### config.mk
export PLATFORM = sky130hd
export DESIGN_NAME = aq_div_seq_flat
export DESIGN_NICKNAME = d
export VERILOG_FILES = /design/src/rtl/multdiv_pkg.sv /design/src/rtl/aq_div_seq_if.sv /design/src/rtl/aq_div_step.sv /design/src/rtl/aq_div_seq.sv /design/src/flat_wrapper.sv
export SDC_FILE = /design/constraint.sdc
export NUM_CORES = 1
export LEC_CHECK = 0
export ABC_AREA = 0
export CAP_MARGIN = 15
export CORE_ASPECT_RATIO = 1.25
export CORE_UTILIZATION = 40
export DETAILED_ROUTE_END_ITERATION = 6
export PLACE_DENSITY_LB_ADDON = 0.05
export RECOVER_POWER = 50
export SYNTH_ARGS = -nofsm -noshare
export SYNTH_HDL_FRONTEND = slang
export SYNTH_SLANG_ARGS = --single-unit
export TNS_END_PERCENT = 100
### constraint.sdc
create_clock -name clk -period 8.4 [get_ports clk]
set_clock_uncertainty 0.05 [all_clocks]
set_input_delay 1.68 -clock clk [delete_from_list [all_inputs] [get_ports clk]]
set_output_delay 1.68 -clock clk [all_outputs]
set_load 0.03 [all_outputs]
### src/rtl/multdiv_pkg.sv
// Shared types and sizing for the multiply/divide datapath sequencers.
// Also holds small two's-complement helpers used around the divider core.
package multdiv_pkg;

  localparam int WIDTH      = 32;
  localparam int ITER_CNT_W = $clog2(WIDTH);

  typedef enum logic [2:0] {
    IDLE,
    LOAD,
    ITER,
    FIX,
    DONE
  } state_t;

  // The magnitude of the most negative value stays 2^(WIDTH-1) because it is read as unsigned.
  function automatic logic [WIDTH-1:0] abs_val(input logic [WIDTH-1:0] x);
    return x[WIDTH-1] ? (~x + 1'b1) : x;
  endfunction

  function automatic logic [WIDTH-1:0] cond_neg(input logic [WIDTH-1:0] x, input logic neg);
    return neg ? (~x + 1'b1) : x;
  endfunction

endpackage

### src/rtl/aq_div_seq_if.sv
// Bundle between the multdiv top level, the divider sequencer and the AQ register.
// The sequencer uses the slave view; the top level / AQ side uses the master view.
interface aq_div_seq_if #(
  parameter int WIDTH = multdiv_pkg::WIDTH
);
  logic                 ctrl_DIV;
  logic [WIDTH-1:0]     data_operandA;
  logic [WIDTH-1:0]     data_operandB;
  logic [2*WIDTH-1:0]   aq_d;
  logic                 aq_we;
  logic                 aq_oe;
  logic [2*WIDTH-1:0]   aq_q;
  logic [WIDTH-1:0]     data_quotient;
  logic [WIDTH-1:0]     data_remainder;
  logic                 data_exception;
  logic                 data_resultRDY;
  logic                 busy;

  modport master (
    output ctrl_DIV, data_operandA, data_operandB, aq_q,
    input  aq_d, aq_we, aq_oe, data_quotient, data_remainder,
           data_exception, data_resultRDY, busy
  );

  modport slave (
    input  ctrl_DIV, data_operandA, data_operandB, aq_q,
    output aq_d, aq_we, aq_oe, data_quotient, data_remainder,
           data_exception, data_resultRDY, busy
  );
endinterface

### src/rtl/aq_div_step.sv
// One restoring-division step: shift AQ left, trial-subtract the divisor from the
// upper half, keep the difference and set the quotient bit when it does not borrow.
module aq_div_step
  import multdiv_pkg::*;
(
  input  logic [2*WIDTH-1:0] aq_q,
  input  logic [WIDTH-1:0]   divisor,
  output logic [2*WIDTH-1:0] aq_d
);

  logic [2*WIDTH-1:0] s;
  logic [WIDTH:0]     d;

  always_comb begin
    s = aq_q << 1;
    d = {1'b0, s[2*WIDTH-1:WIDTH]} - {1'b0, divisor};
    if (!d[WIDTH]) begin
      aq_d = {d[WIDTH-1:0], s[WIDTH-1:0] | {{(WIDTH-1){1'b0}}, 1'b1}};
    end else begin
      aq_d = s;
    end
  end

endmodule

### src/rtl/aq_div_seq.sv
// Sequencer for the restoring signed divider: loads |A| into the external AQ register,
// iterates WIDTH shift/subtract steps over the AQ bus, then sign-corrects the result.
module aq_div_seq
  import multdiv_pkg::*;
(
  input  logic        clk,
  input  logic        reset,
  aq_div_seq_if.slave bus
);

  state_t                  state;
  logic [ITER_CNT_W-1:0]   cnt;
  logic                    sa;
  logic                    sb;
  logic [WIDTH-1:0]        abs_a;
  logic [WIDTH-1:0]        abs_b;
  logic                    we_reg;
  logic                    oe_reg;
  logic                    rdy_reg;
  logic                    exc_reg;
  logic [WIDTH-1:0]        quo_reg;
  logic [WIDTH-1:0]        rem_reg;
  logic [2*WIDTH-1:0]      step_d;

  aq_div_step u_step (
    .aq_q    (bus.aq_q),
    .divisor (abs_b),
    .aq_d    (step_d)
  );

  always_ff @(posedge clk or negedge reset) begin
    if (!reset) begin
      state   <= IDLE;
      cnt     <= '0;
      sa      <= 1'b0;
      sb      <= 1'b0;
      abs_a   <= '0;
      abs_b   <= '0;
      we_reg  <= 1'b0;
      oe_reg  <= 1'b0;
      rdy_reg <= 1'b0;
      exc_reg <= 1'b0;
      quo_reg <= '0;
      rem_reg <= '0;
    end else begin
      rdy_reg <= 1'b0;
      case (state)
        IDLE: begin
          if (bus.ctrl_DIV) begin
            state   <= LOAD;
            sa      <= bus.data_operandA[WIDTH-1];
            sb      <= bus.data_operandB[WIDTH-1];
            abs_a   <= abs_val(bus.data_operandA);
            abs_b   <= abs_val(bus.data_operandB);
            exc_reg <= 1'b0;
            we_reg  <= 1'b1;
            oe_reg  <= 1'b0;
          end
        end
        LOAD: begin
          if (abs_b == '0) begin
            state   <= DONE;
            exc_reg <= 1'b1;
            quo_reg <= '0;
            rem_reg <= '0;
            rdy_reg <= 1'b1;
            we_reg  <= 1'b0;
          end else begin
            state  <= ITER;
            cnt    <= '0;
            oe_reg <= 1'b1;
          end
        end
        ITER: begin
          cnt <= cnt + 1'b1;
          if (cnt == ITER_CNT_W'(WIDTH - 1)) begin
            state  <= FIX;
            we_reg <= 1'b0;
          end
        end
        FIX: begin
          // Remainder follows the dividend's sign; quotient the XOR of both signs.
          quo_reg <= cond_neg(bus.aq_q[WIDTH-1:0], sa ^ sb);
          rem_reg <= cond_neg(bus.aq_q[2*WIDTH-1:WIDTH], sa);
          rdy_reg <= 1'b1;
          oe_reg  <= 1'b0;
          state   <= DONE;
        end
        DONE: begin
          state <= IDLE;
        end
        default: begin
          state <= IDLE;
        end
      endcase
    end
  end

  // ITER feeds the AQ register through the step logic in a single-cycle loop.
  assign bus.aq_d           = (state == ITER) ? step_d : {{WIDTH{1'b0}}, abs_a};
  assign bus.aq_we          = we_reg;
  assign bus.aq_oe          = oe_reg;
  assign bus.data_quotient  = quo_reg;
  assign bus.data_remainder = rem_reg;
  assign bus.data_exception = exc_reg;
  assign bus.data_resultRDY = rdy_reg;
  assign bus.busy           = (state != IDLE);

endmodule

### src/flat_wrapper.sv
// flat-port wrapper written by rule: the top's interface ports become plain ports
module aq_div_seq_flat import multdiv_pkg::*;
  (clk, reset, bus_ctrl_DIV, bus_data_operandA, bus_data_operandB, bus_aq_q, bus_aq_d, bus_aq_we, bus_aq_oe, bus_data_quotient, bus_data_remainder, bus_data_exception, bus_data_resultRDY, bus_busy);
  aq_div_seq_if bus_i ();
  input  logic clk;
  input  logic reset;
  input wire logic [$bits(bus_i.ctrl_DIV)-1:0] bus_ctrl_DIV;
  input wire logic [$bits(bus_i.data_operandA)-1:0] bus_data_operandA;
  input wire logic [$bits(bus_i.data_operandB)-1:0] bus_data_operandB;
  input wire logic [$bits(bus_i.aq_q)-1:0] bus_aq_q;
  output wire logic [$bits(bus_i.aq_d)-1:0] bus_aq_d;
  output wire logic [$bits(bus_i.aq_we)-1:0] bus_aq_we;
  output wire logic [$bits(bus_i.aq_oe)-1:0] bus_aq_oe;
  output wire logic [$bits(bus_i.data_quotient)-1:0] bus_data_quotient;
  output wire logic [$bits(bus_i.data_remainder)-1:0] bus_data_remainder;
  output wire logic [$bits(bus_i.data_exception)-1:0] bus_data_exception;
  output wire logic [$bits(bus_i.data_resultRDY)-1:0] bus_data_resultRDY;
  output wire logic [$bits(bus_i.busy)-1:0] bus_busy;
  assign bus_i.ctrl_DIV = bus_ctrl_DIV;
  assign bus_i.data_operandA = bus_data_operandA;
  assign bus_i.data_operandB = bus_data_operandB;
  assign bus_i.aq_q = bus_aq_q;
  assign bus_aq_d = bus_i.aq_d;
  assign bus_aq_we = bus_i.aq_we;
  assign bus_aq_oe = bus_i.aq_oe;
  assign bus_data_quotient = bus_i.data_quotient;
  assign bus_data_remainder = bus_i.data_remainder;
  assign bus_data_exception = bus_i.data_exception;
  assign bus_data_resultRDY = bus_i.data_resultRDY;
  assign bus_busy = bus_i.busy;
  aq_div_seq u_core (.clk(clk), .reset(reset), .bus(bus_i));
endmodule
==> run metrics, run 1 <==
multi-input logic area=0.006385 sq mm; flop2flop setup slack=4290 ps; Hold Crit Depth=2; Post-synth EDFFs=0; clock sinks=around 140; ANT nets after route=0; vias in the first global route=~9600; Vias/cell=5.355; CTS tree=done; Final Max Tran Viols=around 160; Post-CTS Setup Inserts=0; Post-Syn Area=0.01037 sq mm; area growth from synthesis to layout=34.57%; status=finished with violations; clk slew on worst S/H paths=~60 ps; most frequent cells in the layout=nand2_1 (276), clkdlybuf4s50_1 (220), o21ai_0 (156), dfrtp_1 (142), xor2_1 (103); # fillers=2511; count of final hold-check violations=0; failing checks=max-capacitance violations, max-slew violations; fin area=0.01395 sq mm; maximum vdd drop=around 0.17 mV; synth top area cells=dfrtp_1 (34%), nand2_1 (10%), xor2_1 (8.7%); Arr. time, crit path=~6100 ps; H-Tree Depth=4; Worst-Skew Late Latency=430 ps; Site Rows=65; post-synthesis area per instance=slightly below 8 sq um; post-synth top area share=0.3427; final setup fails=0; Hold/Removal Path Class=flop to flop; GP Congestion=between 0.9 and 1; Critical R2R Capture=u_core.bus.data_quotient[18]; Crit Path Max Fanout=15; grt total ovfl=0; layout cell share with drive strength beyond 1=0.03794; Synth Warn #=0; Crit Path Class=input port to output port; dpl cells=1858; initial antenna violation count=1; Startpoint Class=input port; 1st-iter DRT viols=504; die area=0.02658 sq mm; crit path cell chain=clkdlybuf4s50_1 -> ha_1 -> a21oi_1 -> o21ai_0 -> and3_1 -> nor3_2 -> a31oi_1 -> a221o_1 -> a311oi_4 -> buf_4 -> nor2b_1 -> a211oi_1 -> clkdlybuf4s50_1; slowest stage cell, crit path=clkdlybuf4s50_1; Post-synth ARST share=1.000; Reg-to-Reg Start=u_core.abs_b[21]; internal power=2935 uW; Max Freq=around 130 MHz; hold_sp=u_core.bus.data_quotient[20]; Syn Nets=about 1500; # hold bufs at CTS=0; stages on the worst setup path=13; Resized cells post-CTS=0; Combinational Power Share=0.636; Clock power frac=0.150; Crit. End Element=output port; FF/Latch Area=0.003553 sq mm; Synth Instances=about 1300; HPWL Detailed=between 20000 and 30000 um; Finished Layout Cells=1891; starting density of the core=0.4087; deepest clock path buffer count=2; area leader, netlist=dfrtp_1; Worst EP required=6670 ps; Port Buf Inserts=263; Net Sw Frac=0.4889; Tcrit/Tclk final=0.9310; TritonRoute pass-1 iters=4; DIE WIDTH=146.0 um; CP dominant cell by count=clkdlybuf4s50_1; leakage power=0.006107 uW; Max-Cap Viols=3; Die Y=182.0 um; NetSw=roughly 2800 uW; PwrDens=411.5 mW/mm^2; Main synth FF type=dfrtp_1; Unique masters post-synth=61; sequential power share=0.215; FF+latch count, synth=roughly 140; Worst path top cell family by delay=compound AO/OA/AOI/OAI gates; worst hold slack=421.1 ps; Worst path max stage delay=730 ps; slew margin rel.=-1.962; Placed Area=roughly 0.013 sq mm; GRT Overall Usage=0.2631; Root Driver=clkbuf_16; Slew @ Worst Pin=4442 ps; Min Clock Period, post-route=about 7800 ps; register area share after synthesis=0.3427; most common cell after layout, fill and taps aside=nand2_1; detailed-route DRC error count=0; crit path buf inv count=3; final wirelength=34630 um; first-pass GRT wire length=54070 um; DR vias=10130; # IOs=264; nets=1713; hold endpoint=u_core.bus.data_quotient[20]; core area=0.02537 sq mm; Routed WL per cell=~18 um; RSZ-0062 raised after global routing=no; TritonCTS Buffers=17; cell depth of the worst flop-to-flop path=7; setup TNS=0 ps; largest net degree at the start of global routing=around 130; Core Util, Final=0.5500
==> how the worst max path moves through the flow <==
stage | start | to
floorplan | bus_aq_q[38] | bus_aq_d[32]
global placement | bus_aq_q[31] | bus_aq_d[32]
detailed placement | bus_aq_q[38] | bus_aq_d[33]
CTS | bus_aq_q[38] | bus_aq_d[33]
global route | bus_aq_q[38] | bus_aq_d[33]
finish | bus_aq_q[38] | bus_aq_d[33]
==> logic make-up (layout without fill, tap and decap cells) <==
logic type	Yosys count	in the layout	synth area share
and+or+nand+nor	491	491	0.2134
buffers and inverters	116	364	0.04283
DFF	142	142	0.3427
xor gates and xnor gates	146	146	0.1233
adders and majority gates	40	40	0.04899
other	0	1	0
AOI/OAI and AO/OA	342	342	0.1998
muxes	30	30	0.02896
==> power groups by stage <==
stage	clock network, uW	registers, uW	logic [uW]
2_1_floorplan	0	1480	2050
3_3_place_gp	0	1240	3680
5_1_grt	905	1280	3950
3_5_place_dp	0	1250	3680
4_1_cts	876	1240	3690
6_report	859	1230	3650
==> final cells by class <==
class                   count  area share
diodes                      1   0.0001793
multi-input cells        1049      0.4575
repair buffers            279      0.1961
inverters                  53     0.01426
clock inverters            14     0.01650
clock buffers              18     0.03075
flip-flops and latches    142      0.2546
well taps                 335     0.03004
==> sequential cells by signal, summed over array words and instances, names as in the netlist, 3 cells and up <==
name,count
u_core.state,3
u_core.abs_b,32
u_core.bus.data_quotient,32
u_core.abs_a,32
u_core.bus.data_remainder,32
u_core.cnt,5
==> layer usage <==
layer	routed length (um)	track usage
met2	15950	0.4147
met1	16040	0.3659
met3	1569	0.03367
met5	0	0
met4	1072	0.1029
==> stage by stage <==
stage,setup WS (ps),total power [uW]
6_report,579.3,5743
2_1_floorplan,2054,3536
5_1_grt,365.4,6130
4_1_cts,649.9,5807
3_5_place_dp,670.3,4930
3_3_place_gp,767.7,4920
==> worst register-to-register path: stages, from the launching register on <==
cell	delay [ps]
dfrtp_1	470
nor4_1	140
nand4_1	230
nor2_1	130
o21ai_0	1720
clkbuf_1	1000
nand2_1	140
o21ai_0	120
==> cell usage after synthesis, types with 23 or more instances <==
cell and count:
o21ai_0 155, a21oi_1 58, dfrtp_1 142, nand2_1 279
clkbuf_1 57, ha_1 39, inv_1 53, o22ai_1 23
o31ai_1 27, xnor2_1 43, mux2i_1 30, nor2_1 73
xor2_1 103
Note: power is estimated with default switching activity, not from simulation.
==> run 2, diff against run 1 <==
--- a/config.mk
+++ b/config.mk
@@ -8,7 +8,7 @@
 export ABC_AREA = 0
 export CAP_MARGIN = 15
 export CORE_ASPECT_RATIO = 1.25
-export CORE_UTILIZATION = 40
+export CORE_UTILIZATION = 35
 export DETAILED_ROUTE_END_ITERATION = 6
 export PLACE_DENSITY_LB_ADDON = 0.05
 export RECOVER_POWER = 50
==> run 2 against run 1 <==
Compared with the run above:
- the run still ends with max-capacitance violations, max-slew violations left
- fmax rose by 1.8%
- worst setup slack improved by 140 ps
- power fell by 0.70%
- combinational power barely moved
- critical path type unchanged
==> run metrics, run 2 (synthesis gave the netlist of run 1 again) <==
die area=0.03032 sq mm (was 0.02658 sq mm); slowest stage cell, crit path=clkdlybuf4s50_1 (unchanged); GP Congestion=0.8714 (was 0.9285); setup TNS=0 ps (unchanged); TritonCTS Buffers=17 (unchanged); Combinational Power Share=0.644 (was 0.636); count of final hold-check violations=0 (unchanged); largest net degree at the start of global routing=126 (unchanged); Worst path max stage delay=610 ps (was 730 ps); failing checks=max-capacitance violations, max-slew violations (unchanged); HPWL Detailed=27820 um (was 27020 um); Max Freq=130.1 MHz (was 127.9 MHz); Root Driver=clkbuf_16 (unchanged); core area=0.02917 sq mm (was 0.02537 sq mm); grt total ovfl=0 (unchanged); internal power=2886 uW (was 2935 uW); Crit Path Class=input port to output port (unchanged); leakage power=0.006039 uW (was 0.006107 uW); clk slew on worst S/H paths=60 ps (about the same); TritonRoute pass-1 iters=5 (was 4); Clock power frac=0.141 (was 0.150); final wirelength=35790 um (was 34630 um); first-pass GRT wire length=55680 um (was 54070 um); maximum vdd drop=0.1683 mV (was 0.1711 mV); deepest clock path buffer count=2 (unchanged); most frequent cells in the layout=nand2_1 (277), clkdlybuf4s50_1 (234), o21ai_0 (156), dfrtp_1 (142), xor2_1 (103) (was nand2_1 (276), clkdlybuf4s50_1 (220), o21ai_0 (156), dfrtp_1 (142), xor2_1 (103)); Worst-Skew Late Latency=430 ps (about the same); Port Buf Inserts=263 (unchanged); slew margin rel.=-1.674 (was -1.962); vias in the first global route=9759 (was 9631); Max-Cap Viols=5 (was 3); status=finished with violations (unchanged); Tcrit/Tclk final=0.9148 (was 0.9310); area growth from synthesis to layout=34.57% (unchanged); H-Tree Depth=4 (unchanged); GRT Overall Usage=0.2382 (was 0.2631); worst hold slack=417.9 ps (was 421.1 ps); Crit. End Element=output port (unchanged); final setup fails=0 (unchanged); Routed WL per cell=18.37 um (was 18.31 um); layout cell share with drive strength beyond 1=0.03482 (was 0.03794); initial antenna violation count=1 (unchanged); Site Rows=70 (was 65); nets=1709 (was 1713); starting density of the core=0.3556 (was 0.4087); 1st-iter DRT viols=493 (was 504); RSZ-0062 raised after global routing=no (unchanged); post-route worst setup slack=715.6 ps (was 579.3 ps); clock sinks=142 (unchanged); pre-CTS setup slack=716.6 ps (was 670.3 ps); Arr. time, crit path=5950 ps (was 6090 ps); Worst EP required=6670 ps (about the same); Crit Path Max Fanout=37 (was 15); Die Y=194.4 um (was 182.0 um); Resized cells post-CTS=0 (unchanged); crit path cell chain=clkdlybuf4s50_1 -> ha_1 -> a21oi_1 -> o21ai_0 -> and3_1 -> nor3_2 -> a31oi_1 -> a221o_1 -> a311oi_4 -> buf_12 -> nand2b_1 -> o21ai_0 -> clkdlybuf4s50_1 (was clkdlybuf4s50_1 -> ha_1 -> a21oi_1 -> o21ai_0 -> and3_1 -> nor3_2 -> a31oi_1 -> a221o_1 -> a311oi_4 -> buf_4 -> nor2b_1 -> a211oi_1 -> clkdlybuf4s50_1); sequential power share=0.215 (about the same); Net Sw Frac=0.4939 (was 0.4889); Min Clock Period, post-route=7684 ps (was 7821 ps); Final Max Tran Viols=285 (was 164); most common cell after layout, fill and taps aside=nand2_1 (unchanged); ANT nets after route=0 (unchanged); Hold/Removal Path Class=flop to flop (unchanged); Startpoint Class=input port (unchanged); PwrDens=408.7 mW/mm^2 (was 411.5 mW/mm^2); Post-CTS Setup Inserts=0 (unchanged); CTS tree=done (unchanged); NetSw=2817 uW (was 2808 uW); Slew @ Worst Pin=4010 ps (was 4442 ps); DIE WIDTH=156.0 um (was 146.0 um); # hold bufs at CTS=0 (unchanged); detailed-route DRC error count=0 (unchanged); DR vias=10100 (was 10130); # IOs=264 (unchanged); Vias/cell=5.186 (was 5.355)
-- run 2: final cells by class --
class / count / area [sq um]
fill: 2966 / 15210
multi-input combinational: 1049 / 6377
sequential: 142 / 3553
timing repair buffer: 275 / 2715
tap: 396 / 495.5
clock buffer: 17 / 425.4
inverter: 53 / 198.9
clock inverter: 15 / 186.4
antenna: 1 / 2.502
-- run 2: worst paths after layout --
path | from | to | slack, ps | cells after the start
min in group asynchronous | reset | u_core.bus.data_remainder[24] | 2600 | 1
max in group asynchronous | reset | u_core.abs_b[6] | 2280 | 2
setup reg to reg | u_core.state[1] | u_core.abs_b[25] | 3520 | 4
hold / removal | u_core.bus.data_remainder[18] | u_core.bus.data_remainder[18] | 420 | 2
hold reg to reg | u_core.bus.data_remainder[18] | u_core.bus.data_remainder[18] | 420 | 2
setup / recovery | bus_aq_q[38] | bus_aq_d[63] | 720 | 13
-- run 2: power by group through the flow --
stage,Sequential (uW),Clock (uW),Combinational [uW]
after floorplan,1480,0,2050
after global placement,1240,0,3690
after detailed placement,1250,0,3690
after CTS,1230,824,3710
after global routing,1270,852,3990
final,1230,803,3670
-- run 2: metrics by stage --
step	instances	utilization	cell area, sq um	power (uW)
2_1_floorplan	1307	-	10370	3536
3_3_place_gp	1914	0.4589	13380	4928
3_5_place_dp	1914	0.4589	13380	4940
4_1_cts	1946	0.4799	14000	5768
5_1_grt	1948	0.4785	13950	6109
6_report	1948	0.4785	13950	5703
-- run 2: worst max-delay path, delay by kind of cell --
kind | cells | cell delay (ps)
adders and majority gates | 1 | 430
and+or+nand+nor | 3 | 1010
buffers and inverters | 3 | 1420
AOI/OAI and AO/OA | 6 | 1400
-- run 2: per-layer routing --
metal / share of wire / GRT usage / up-vias
li1: - / - / 5018
met1: 0.47 / 0.3344 / 4757
met2: 0.46 / 0.3730 / 285
met3: 0.044 / 0.03122 / 43
met4: 0.026 / 0.08351 / 0
met5: 0 / 0 / -
==> run 3, diff against run 2 <==
--- a/config.mk
+++ b/config.mk
@@ -8,11 +8,13 @@
 export ABC_AREA = 0
 export CAP_MARGIN = 15
 export CORE_ASPECT_RATIO = 1.25
-export CORE_UTILIZATION = 35
+export CORE_MARGIN = 3
+export CORE_UTILIZATION = 55
 export DETAILED_ROUTE_END_ITERATION = 6
 export PLACE_DENSITY_LB_ADDON = 0.05
 export RECOVER_POWER = 50
 export SYNTH_ARGS = -nofsm -noshare
 export SYNTH_HDL_FRONTEND = slang
+export SYNTH_HIERARCHICAL = 1
 export SYNTH_SLANG_ARGS = --single-unit
 export TNS_END_PERCENT = 100
==> run 3 against run 2 <==
Compared with the run above:
- the run still ends with max-capacitance violations, max-slew violations left
- synthesized cell count about the same
- first-iteration DRC count grew 84%
- wire length grew 1.4%
- sequential power about the same
- hold slack improved by 9.2 ps
- fmax increased by 4.2%
- critical path type unchanged
- non-clock buffer count grew 1
- register-to-register slack improved by 550 ps
- area after synthesis rose by 7.9%
- sequential share of layout area decreased by 0.56 points
- final cell count decreased by 9.2%
==> run metrics, run 3 <==
crit path cell chain=clkdlybuf4s50_1 -> ha_1 -> nor2b_1 -> o31ai_1 -> a211oi_1 -> nor2_2 -> a31oi_2 -> a311oi_4 -> buf_4 -> and2_1 -> a31o_1 -> and2_1 -> clkdlybuf4s50_1 (was clkdlybuf4s50_1 -> ha_1 -> a21oi_1 -> o21ai_0 -> and3_1 -> nor3_2 -> a31oi_1 -> a221o_1 -> a311oi_4 -> buf_12 -> nand2b_1 -> o21ai_0 -> clkdlybuf4s50_1); PwrDens=379.9 mW/mm^2 (was 408.7 mW/mm^2); Max-Cap Viols=5 (unchanged); Critical R2R Capture=u_core/cnt[1] (was u_core.abs_b[25]); core area=0.01968 sq mm (was 0.02917 sq mm); flop2flop setup slack=4070 ps (was 3520 ps); Worst path max stage delay=680 ps (was 610 ps); final setup fails=0 (unchanged); slowest stage cell, crit path=clkdlybuf4s50_1 (unchanged); most frequent cell after synthesis=dfrtp_1 (was nand2_1); dpl cells=1735 (was 1914); TritonRoute pass-1 iters=7 (was 5); register area share after synthesis=0.3177 (was 0.3427); maximum vdd drop=0.2831 mV (was 0.1683 mV); total power=5422 uW (was 5703 uW); Core Util, Final=0.7250 (was 0.4785); vias in the first global route=10580 (was 9759); Post-synth ARST share=1.000 (unchanged); GRT Overall Usage=0.3237 (was 0.2382); Resized cells post-CTS=0 (unchanged); NetSw=2531 uW (was 2817 uW); Syn Nets=1476 (was 1478); Unique masters post-synth=78 (was 61); sequential power share=0.224 (was 0.215); Main synth FF type=dfrtp_1 (unchanged); CP Launch Point=bus_aq_q[33] (was bus_aq_q[38]); Worst EP required=6670 ps (about the same); synth top area cells=dfrtp_1 (32%), xor2_1 (6.7%), o21ai_0 (5.1%) (was dfrtp_1 (34%), nand2_1 (10%), xor2_1 (8.7%)); diode count=0 (was 1); Crit Path Class=input port to output port (unchanged); ANT nets after route=0 (unchanged); HPWL Detailed=27510 um (was 27820 um); post-synthesis area per instance=8.564 sq um (was 7.934 sq um); Post-Syn Area=0.01118 sq mm (was 0.01037 sq mm); initial antenna violation count=0 (was 1); Reg-to-Reg Start=u_core/state[1] (was u_core.state[1]); Combinational Power Share=0.635 (was 0.644); Clock power frac=0.142 (was 0.141); largest net degree at the start of global routing=95 (was 126); worst hold slack=427.1 ps (was 417.9 ps); Crit. End Element=output port (unchanged); setup TNS=0 ps (unchanged); first-pass GRT wire length=56410 um (was 55680 um); Post-CTS Setup Inserts=0 (unchanged); post-synth top area share=0.3177 (was 0.3427); Net Sw Frac=0.4668 (was 0.4939); # IOs=264 (unchanged); slew margin rel.=-1.789 (was -1.674); Max Freq=135.7 MHz (was 130.1 MHz); area leader, netlist=dfrtp_1 (unchanged); Synth Instances=1306 (was 1307); Synth top cells by count=dfrtp_1 (142), nand2_1 (129), o21ai_0 (115) (was nand2_1 (279), o21ai_0 (155), dfrtp_1 (142)); failing checks=max-capacitance violations, max-slew violations (unchanged); cell depth of the worst flop-to-flop path=5 (was 4); Worst-Skew Late Latency=420 ps (was 430 ps); Routed WL per cell=20.53 um (was 18.37 um); final wirelength=36290 um (was 35790 um); Vias/cell=6.012 (was 5.186); DR vias=10630 (was 10100); status=finished with violations (unchanged); internal power=2891 uW (was 2886 uW); deepest clock path buffer count=2 (unchanged); Arr. time, crit path=5640 ps (was 5950 ps); Hold/Removal Path Class=flop to flop (unchanged); 1st-iter DRT viols=907 (was 493); crit path buf inv count=3 (unchanged); DIE WIDTH=133.5 um (was 156.0 um); clk slew on worst S/H paths=60 ps (about the same); Final Max Tran Viols=282 (was 285); CP Capture Point=bus_aq_d[59] (was bus_aq_d[63]); TritonCTS Buffers=17 (unchanged); Slew @ Worst Pin=4183 ps (was 4010 ps); # hold bufs at CTS=0 (unchanged); clock sinks=142 (unchanged); Min Clock Period, post-route=7371 ps (was 7684 ps); nets=1660 (was 1709); Site Rows=57 (was 70); grt total ovfl=0 (unchanged); GP Congestion=0.9478 (was 0.8714); Die Y=165.4 um (was 194.4 um); area growth from synthesis to layout=27.59% (was 34.57%); CTS tree=done (unchanged); RSZ-0062 raised after global routing=no (unchanged); Post-synth EDFFs=0 (unchanged); starting density of the core=0.5682 (was 0.3556); FF+latch count, synth=142 (unchanged); most common cell after layout, fill and taps aside=clkdlybuf4s50_1 (was nand2_1); stages on the worst setup path=13 (unchanged); count of final hold-check violations=0 (unchanged); Crit Path Max Fanout=25 (was 37); Synth Warn #=6 (was 0); most frequent cells in the layout=clkdlybuf4s50_1 (221), dfrtp_1 (142), nand2_1 (129), o21ai_0 (114), xor2_1 (86) (was nand2_1 (277), clkdlybuf4s50_1 (234), o21ai_0 (156), dfrtp_1 (142), xor2_1 (103)); H-Tree Depth=4 (unchanged); Worst path top cell family by delay=buffers and inverters (unchanged); Tcrit/Tclk final=0.8775 (was 0.9148); leakage power=0.005942 uW (was 0.006039 uW); Finished Layout Cells=1768 (was 1948); die area=0.02209 sq mm (was 0.03032 sq mm); # fillers=1621 (was 2966); Root Driver=clkbuf_16 (unchanged); Port Buf Inserts=263 (unchanged); layout cell share with drive strength beyond 1=0.07452 (was 0.03482); Startpoint Class=input port (unchanged); detailed-route DRC error count=0 (unchanged)
run 3: power groups by stage:
stage	Sequential, uW	Combinational (uW)	Clock (uW)
finish	1210	3440	767
global route	1250	3710	800
CTS	1220	3460	777
detailed placement	1220	3440	0
global placement	1210	3410	0
floorplan	1440	2060	0
run 3: cell families (layout without fill, tap and decap cells):
group                    after synthesis  count (layout)  synth area share
AND/OR/NAND/NOR                      392             392            0.1790
AO/OA/AOI/OAI                        380             380            0.2347
buffers and inverters                171             368           0.07260
flip-flops                           142             142            0.3177
XOR/XNOR                             138             138            0.1081
multiplexers                          44              44           0.04363
adder cells (fa/ha/maj)               39              39           0.04430
run 3: how the worst min path moves through the flow:
stage	start	endpoint	depth (start not counted)
final	u_core/abs_a[30]	u_core/abs_a[30]	2
after global routing	u_core/bus.data_quotient[1]	u_core/bus.data_quotient[1]	1
after CTS	u_core/abs_a[1]	u_core/abs_a[1]	2
after detailed placement	u_core/abs_a[1]	u_core/abs_a[1]	2
after global placement	u_core/abs_a[1]	u_core/abs_a[1]	2
after floorplan	u_core/abs_a[0]	u_core/abs_a[0]	2
run 3: layout make-up:
| type | instances | area [sq um] | area share |
|---|---|---|---|
| clock inverters | 11 | 132.6 | 0.009294 |
| inverters | 60 | 225.2 | 0.01578 |
| multi-input cells | 993 | 6845 | 0.4797 |
| well taps | 265 | 331.6 | 0.02324 |
| flip-flops and latches | 142 | 3553 | 0.2490 |
| clock buffers | 21 | 460.4 | 0.03227 |
| repair buffers | 276 | 2721 | 0.1907 |
run 3: per-stage QoR:
step                      worst slack [ps]  area (sq um)
final                                 1029         14270
after global routing                 835.5         14270
after CTS                             1042         14290
after detailed placement              1056         13690
after global placement                1141         13690
after floorplan                       2701         11180
run 3: tightest hold or removal path: cells and delay by family, from the launching register on:
kind	cells	cell delay [ps]
flops	1	340
simple gates	1	50
compound gates	1	60
run 3: metal layers:
metal,global-route usage,vias to the layer above,share of wire
met5,0,-,0
met4,0.1478,0,0.043
met2,0.5989,449,0.52
li1,-,5056,-
met3,0.06909,73,0.068
met1,0.3557,5052,0.37
